**src/rtl/mojo_com_sync.sv**
```systemverilog
// Coherency layer between mojo_com's free-running register arrays and the fountain logic:
// RX snapshot between SPI transactions, round-robin TX writers, double-buffered TX commit.
module mojo_com_sync #(
    parameter int ADDR_SPACE = 64,
    parameter int N_REQ      = 2,
    parameter int ADDR_BITS  = $clog2(ADDR_SPACE)
) (
    input  logic                       clk,
    input  logic                       rst,
    input  logic [8*ADDR_SPACE-1:0]    rx_arr,
    input  logic                       rx_busy,
    input  logic                       new_rx,
    input  logic                       tx_busy,
    output logic [8*ADDR_SPACE-1:0]    tx_arr,
    output logic [8*ADDR_SPACE-1:0]    rx_snap,
    output logic                       rx_update,
    input  logic [N_REQ-1:0]           req_valid,
    input  logic [N_REQ*ADDR_BITS-1:0] req_addr,
    input  logic [N_REQ*8-1:0]         req_data,
    output logic [N_REQ-1:0]           req_ready,
    output logic                       tx_pending,
    output logic                       rx_state_dbg
);
    localparam int RR_W = (N_REQ > 1) ? $clog2(N_REQ) : 1;

    typedef enum logic {
        RX_IDLE  = 1'b0,
        RX_DIRTY = 1'b1
    } rx_state_e;

    rx_state_e rx_state_q, rx_state_d;
    logic      capture;
    logic      rx_update_q;
    logic [8*ADDR_SPACE-1:0] rx_snap_q;
    logic [8*ADDR_SPACE-1:0] tx_work_q;
    logic [8*ADDR_SPACE-1:0] tx_arr_q;
    logic      tx_dirty_q, tx_dirty_d;
    logic [RR_W-1:0] rr_q, rr_d;

    logic            gnt_any;
    logic [RR_W-1:0] gnt_idx;
    logic [ADDR_BITS-1:0] wr_addr;
    logic [7:0]      wr_data;
    logic            commit;

    // Wait until the SPI side has gone quiet (no busy, no fresh write) before copying.
    always_comb begin
        rx_state_d = rx_state_q;
        capture    = 1'b0;
        case (rx_state_q)
            RX_IDLE: begin
                if (new_rx) rx_state_d = RX_DIRTY;
            end
            RX_DIRTY: begin
                if (!rx_busy && !new_rx) begin
                    capture    = 1'b1;
                    rx_state_d = RX_IDLE;
                end
            end
            default: rx_state_d = RX_IDLE;
        endcase
    end

    // Round robin: first pass searches from rr upward, second pass wraps to the bottom.
    always_comb begin
        gnt_any   = 1'b0;
        gnt_idx   = '0;
        req_ready = '0;
        wr_addr   = '0;
        wr_data   = '0;
        for (int i = 0; i < N_REQ; i++) begin
            if (!gnt_any && req_valid[i] && (i >= int'(rr_q))) begin
                gnt_any      = 1'b1;
                gnt_idx      = RR_W'(i);
                req_ready[i] = 1'b1;
                wr_addr      = req_addr[i*ADDR_BITS +: ADDR_BITS];
                wr_data      = req_data[i*8 +: 8];
            end
        end
        for (int i = 0; i < N_REQ; i++) begin
            if (!gnt_any && req_valid[i]) begin
                gnt_any      = 1'b1;
                gnt_idx      = RR_W'(i);
                req_ready[i] = 1'b1;
                wr_addr      = req_addr[i*ADDR_BITS +: ADDR_BITS];
                wr_data      = req_data[i*8 +: 8];
            end
        end
    end

    always_comb begin
        rr_d = rr_q;
        if (gnt_any) begin
            if (gnt_idx == RR_W'(N_REQ - 1)) rr_d = '0;
            else                             rr_d = gnt_idx + 1'b1;
        end
    end

    // A write landing on the commit cycle keeps dirty set so it goes out next time.
    always_comb begin
        commit     = tx_dirty_q && !tx_busy;
        tx_dirty_d = tx_dirty_q;
        if (gnt_any)     tx_dirty_d = 1'b1;
        else if (commit) tx_dirty_d = 1'b0;
    end

    always_ff @(posedge clk) begin
        if (rst) begin
            rx_state_q  <= RX_IDLE;
            rx_update_q <= 1'b0;
            rx_snap_q   <= '0;
            tx_work_q   <= '0;
            tx_arr_q    <= '0;
            tx_dirty_q  <= 1'b0;
            rr_q        <= '0;
        end else begin
            rx_state_q  <= rx_state_d;
            rx_update_q <= capture;
            if (capture) rx_snap_q <= rx_arr;
            if (gnt_any) tx_work_q[{wr_addr, 3'b000} +: 8] <= wr_data;
            if (commit)  tx_arr_q <= tx_work_q;
            tx_dirty_q  <= tx_dirty_d;
            rr_q        <= rr_d;
        end
    end

    assign tx_arr       = tx_arr_q;
    assign rx_snap      = rx_snap_q;
    assign rx_update    = rx_update_q;
    assign tx_pending   = tx_dirty_q;
    assign rx_state_dbg = rx_state_q;
endmodule
```
**config.mk**
```make
export PLATFORM = sky130hd
export DESIGN_NAME = mojo_com_sync
export DESIGN_NICKNAME = d
export VERILOG_FILES = /design/src/rtl/mojo_com_sync.sv
export SDC_FILE = /design/constraint.sdc
export NUM_CORES = 2
export LEC_CHECK = 0
export ABC_CLOCK_PERIOD_IN_PS = 7000
export CAP_MARGIN = 15
export CORE_AREA = 4 4 611 613
export CTS_CLUSTER_DIAMETER = 50
export DETAILED_ROUTE_END_ITERATION = 12
export DIE_AREA = 0 0 615 617
export HOLD_SLACK_MARGIN = 0.08
export PLACE_DENSITY = 0.33
export SYNTH_ARGS = -nofsm -noshare
export SYNTH_HDL_FRONTEND = slang
export SYNTH_SLANG_ARGS = --single-unit
```
**constraint.sdc**
```tcl
create_clock -name clk -period 7 [get_ports clk]
set_input_delay 0.7 -clock clk [delete_from_list [all_inputs] [get_ports clk]]
set_output_delay 0.7 -clock clk [all_outputs]
set_load 0.01 [all_outputs]
```
Word level (Yosys, flattened, before mapping)
Index checks and enable logic that the tools add are counted.
{"block": "word_totals", "elab_cells": 52, "register_bits": 1540, "output_inout_bits": 1029, "inputBits": 547}
{"block": "classes", "mux": 26, "n_lt_le_gt_ge": 1, "shift": 2, "add_sub_neg": 2, "reduce_logical": 13, "bitwise": 1}
{"operator": "bitwise mux 512 bit", "count": 1}
{"operator": "variable shift 8 x 11 -> 512 bit (first input constant)", "count": 1}
{"operator": "variable part select 8 x 11 -> 512 bit", "count": 1}
{"operator": "two-way mux 8 bit", "count": 4}
{"operator": "two-way mux 6 bit", "count": 4}
{"operator": "two-way mux 1 bit", "count": 16}
{"operator": "negation 9 -> 11 bit", "count": 1}
{"operator": "logical AND 1 bit", "count": 6}
{"operator": "zero test 1 bit", "count": 6}
{"operator": "case mux 1 bit (2 select lines)", "count": 1}
{"operator": "nonzero test 2 bit", "count": 1}
{"operator": "adder 1 bit (second input constant)", "count": 1}
{"operator": "greater-or-equal comparator 1 bit (first input constant)", "count": 1}
{"operator": "inverter 1 bit", "count": 1}

Longest topological paths before layout
{"block": "depth", "word_depth": 15, "mapped_depth": 16, "mapped_depth_nobuf": 12}

Least setup slack after synthesis
Ideal clock, no wire load.
{"block": "synth_timing", "kind": "in2reg", "startpoint": "input req_valid[0]", "endpoint": "register tx_work_q[503]", "setup_slack_ps": 3398, "required_ps": 6914, "stages": 15, "n_path_buf": 3, "setup_time_ps": 86, "arrival_time_ps": 3516, "cell_sequence": "a21bo_4 inv_2 buf_6 a32o_2 buf_6 inv_4 ha_1 xor2_1 a32oi_1 nor3_1 o311ai_1 nor4b_4 buf_2 nor2_1 a211oi_1"}
{"block": "synth_via", "elab_chain_len": 14, "elab_cells_between_ends": 23, "cone_classes": "add/sub (1); shift (2); mux (13); reduce/logical (7)"}
{"element": "from (decl)", "line_no": "17", "source": "input logic [N_REQ-1:0] req_valid,"}
{"element": "logical AND 1 bit", "line_no": "72", "source": "if (!gnt_any && req_valid[i] && (i >= int'(rr_q))) begin"}
{"element": "two-way mux 1 bit", "line_no": "72"}
{"element": "zero test 1 bit", "line_no": "72"}
{"element": "logical AND 1 bit", "line_no": "72"}
{"element": "two-way mux 1 bit", "line_no": "72"}
{"element": "zero test 1 bit", "line_no": "81", "source": "if (!gnt_any && req_valid[i]) begin"}
{"element": "logical AND 1 bit", "line_no": "81"}
{"element": "two-way mux 1 bit", "line_no": "81"}
{"element": "zero test 1 bit", "line_no": "81"}
{"element": "logical AND 1 bit", "line_no": "81"}
{"element": "two-way mux 6 bit", "line_no": "81"}
{"element": "negation 9 -> 11 bit", "line_no": "120", "source": "if (gnt_any) tx_work_q[{wr_addr, 3'b000} +: 8] <= wr_data;"}
{"element": "variable part select 8 x 11 -> 512 bit or variable shift 8 x 11 -> 512 bit (tied branches)", "line_no": "120"}
{"element": "bitwise mux 512 bit", "line_no": "120"}
{"element": "to (signal, indexed assignment)", "line_no": "120"}
{"element": "to (decl)", "line_no": "35", "source": "logic [8*ADDR_SPACE-1:0] tx_work_q;"}
Several ways; a longest one is shown, not always the timed one.
A chain may end at the register's enable or synchronous reset.

Worst setup path in the final report
{"block": "layout_timing", "startpoint": "input req_valid[1]", "endpoint": "register tx_work_q[385]"}
{"block": "layout_via", "elab_chain_len": 11, "elab_cells_between_ends": 18, "cone_classes": "add/sub (1); shift (2); mux (10); reduce/logical (5)"}
{"element": "logical AND 1 bit", "line_no": "72"}
{"element": "two-way mux 1 bit", "line_no": "72"}
{"element": "zero test 1 bit", "line_no": "81"}
{"element": "logical AND 1 bit", "line_no": "81"}
{"element": "two-way mux 1 bit", "line_no": "81"}
{"element": "zero test 1 bit", "line_no": "81"}
{"element": "logical AND 1 bit", "line_no": "81"}
{"element": "two-way mux 6 bit", "line_no": "81"}
{"element": "negation 9 -> 11 bit", "line_no": "120"}
{"element": "variable part select 8 x 11 -> 512 bit or variable shift 8 x 11 -> 512 bit (tied branches)", "line_no": "120"}
{"element": "bitwise mux 512 bit", "line_no": "120"}
Several ways; a longest one is shown, not always the timed one.

==> flow_summary.toml <==
[detailed_routing]
detail_route.vias_per_cell = 4.067
routed-via-count = 53020
route.antenna.remaining_nets = 0
average_wire_length_per_cell_after_detail_routing_microns = 29.50
drc = 0
drt_first_iter_violations = 3421
route.final.wire_length_microns = 384600
1st_pass_router_iterations = 5

[cts]
cts-root-to-sink-buffers = 4
tritoncts = "yes"
clock_tree.htree_level_count = 5
clk_latency_ps = 870
cts-hold-fix-buffers = 0
path_clk_slew_ps = 50
cts_root_buf = "clkbuf_16"
cts-buffers-inserted = 312
cts.repair_timing.setup_buffer_count = 0
tritoncts_num_sinks = 1540
cts.repair.resized = 0

[timing]
worst_slew_pin_slew_ps = 1180
report.final.hold_viol_count = 0
slew-limit-headroom = 0.2127
finalCritPeriodShare = 0.7328
skew_ps = 50.87
timing_max_transition_violations_final = 0
setup_viol = 0
rsz0062_at_grt = "no"
fmax_ghz = 0.1949
finalCriticalPeriod_ps = 5130
timing.setup.tns_ps = 0

[power_and_ir_drop]
power-per-cell-area_nw_per_um2 = 310.2
max-vdd-ir-drop_v = 0.0001766
power_leakage_nw = 27.95

[logic_synthesis]
yosys_most_used_dff = "dfxtp_1"
netlist-cell-type-count = 70
netlist_instances = 6462
synth.top_cell.area_share = 0.5711
synth_seq_cells = 1540
area_contributors_post_synth = "dfxtp_1 (57%), nand2_1 (15%), a21oi_1 (11%), mux2i_1 (3.7%), clkbuf_1 (3.1%)"
synth_area_sq_um = 53990
asyncSetResetFlopFracSynth = 0
number_of_enable_flip_flop_cells_after_synthesis = 0
synth.net_count = 7010
ys_warn_count = 0
avgSynthCellArea_sq_um = 8.354
ys_seq_area_frac = 0.5711
yosys.area.top_type = "dfxtp_1"

[floorplanning]
initial_utilization = 0.1467
fp-row-count = 223
io_pins = 1576
core_region_area_sq_um = 368000
area_of_the_die_sq_um = 379500
die_h_microns = 617
die_width_microns = 615

[critical_path]
worst-endpoint-arrival_ps = 5890
required_worst_endpoint_ps = 7760
cp-end-kind = "flip-flop"
critical_path_fanouts_max = 32
critical_path_class = "input pin to flip-flop"
timing.critical_path.from_type = "input pin"

[place]
dp.cells = 12440
dp.final_hpwl_microns = 294000
port-buffer-count = 1575
gp_congestion = 0.9478

[outcome]
outcome = "complete, no violations"

[finish]
final_common_cell = "nand2_1"
fillers = 40130
layout.area.seq_sq_um = 30830
drive_above_1_share = 0.08995
multiInputGateArea_sq_um = 21330
finalNetCount = 8470
final_cell_count_no_fill = 13040
area_growth_pct = 59.47
mostFrequentLayoutCells = "nand2_1 (2155), clkdlybuf4s50_1 (1574), dfxtp_1 (1540)"

[global_routing]
track_usage = 0.1929
grt_max_degree = 191
globalRouteOverflowTotal = 0
grt_first_pass_wirelength_microns = 500600
number_of_antenna_violations_at_the_first_check_in_global_routing = 204
grt_pass1_vias = 51850

[worst_hold_path]
worstHoldPathType = "input pin to flip-flop"

[job]
cap_viol_max_count = 0
-- worst paths after layout --
path	from	endpoint	slack, ps	cells past startpoint
worst min-delay path	rst	tx_arr[203]$_SDFFE_PP0P_	260	2
worst max register to register	rr_q$_SDFFE_PP0P_	tx_work_q[385]$_SDFFE_PP0P_	2170	12
worst min register to register	tx_work_q[9]$_SDFFE_PP0P_	tx_arr[9]$_SDFFE_PP0P_	440	2
worst max-delay path	req_valid[1]	tx_work_q[385]$_SDFFE_PP0P_	1870	13
-- kinds of logic after synthesis --
group                      after synthesis  share of synthesized area
and+or+nand+nor                       2682                     0.1947
DFF                                   1540                     0.5711
AOI/OAI and AO/OA                     1496                     0.1568
buffers and inverters                  534                    0.03859
muxes                                  202                    0.03745
xor gates and xnor gates                 7                   0.001136
adders and majority gates                1                  0.0002317
-- report_power, final --
part / internal (mW) / switching (mW) / leakage, nW
sequential: 8.91 / 0.0743 / 12.4
clock: 10.4 / 5.49 / 5.35
combinational: 0.613 / 1.24 / 10.2
total: 19.9 / 6.80 / 28.0
-- metal layers --
metal | track usage | part of all wire | vias to the layer above
li1 | - | - | 24500
met4 | 0.06528 | 0.038 | 12
met3 | 0.1001 | 0.12 | 721
met1 | 0.2153 | 0.38 | 25620
met5 | 0 | 0.00018 | -
met2 | 0.3146 | 0.46 | 2169
-- through the flow --
| step | utilization | power (mW) | hold WS [ps] | area [sq um] | setup slack (ps) |
|---|---|---|---|---|---|
| 4_1_cts | 0.2337 | 27.21 | 206.3 | 86020 | 1997 |
| 3_3_place_gp | 0.2036 | 11.04 | 436.9 | 74940 | 1105 |
| 2_1_floorplan | - | 9.850 | 426.3 | 53990 | 3398 |
| 6_report | 0.2339 | 26.71 | 260.3 | 86090 | 1870 |
| 5_1_grt | 0.2338 | 27.66 | 240.5 | 86050 | 1524 |
| 3_5_place_dp | 0.2036 | 11.04 | 441.5 | 74940 | 1057 |
-- sequential cells by signal, indices dropped and copies added (netlist names) --
name,flops
rx_update,1
tx_arr,512
rx_snap,512
tx_pending,1
rr_q,1
tx_work_q,512
rx_state_dbg,1
-- synthesized netlist by cell type, types with 17 or more instances --
| library cell | number |
|---|---|
| a211oi_1 | 145 |
| a21oi_1 | 1177 |
| a21oi_2 | 17 |
| a311oi_1 | 82 |
| buf_1 | 26 |
| buf_2 | 45 |
| clkbuf_1 | 452 |
| dfxtp_1 | 1540 |
| mux2i_1 | 202 |
| nand2_1 | 2157 |
| nand3b_1 | 23 |
| nor2_1 | 383 |
| nor3_1 | 36 |
-- layout make-up --
class                           count  area share
Timing Repair Buffer             1673      0.1941
Tap cell                         4837     0.07030
Multi-Input combinational cell   4388      0.2478
Clock buffer                      397      0.1007
Inverter                            7   0.0003343
Clock inverter                    166     0.02786
Sequential cell                  1540      0.3581
Antenna cell                       28   0.0008139
-- worst max-delay path, cell delays in order --
cell and delay (ps):
clkdlybuf4s50_1 670, a21bo_4 360, inv_2 390, a22o_1 480, inv_2 230, ha_1 480, xor2_1 320, a32oi_1 230
nor3_1 440, o21ai_0 260, nor2_4 810, a21oi_1 160, a311oi_1 310
(Power assumes the default switching activity.)
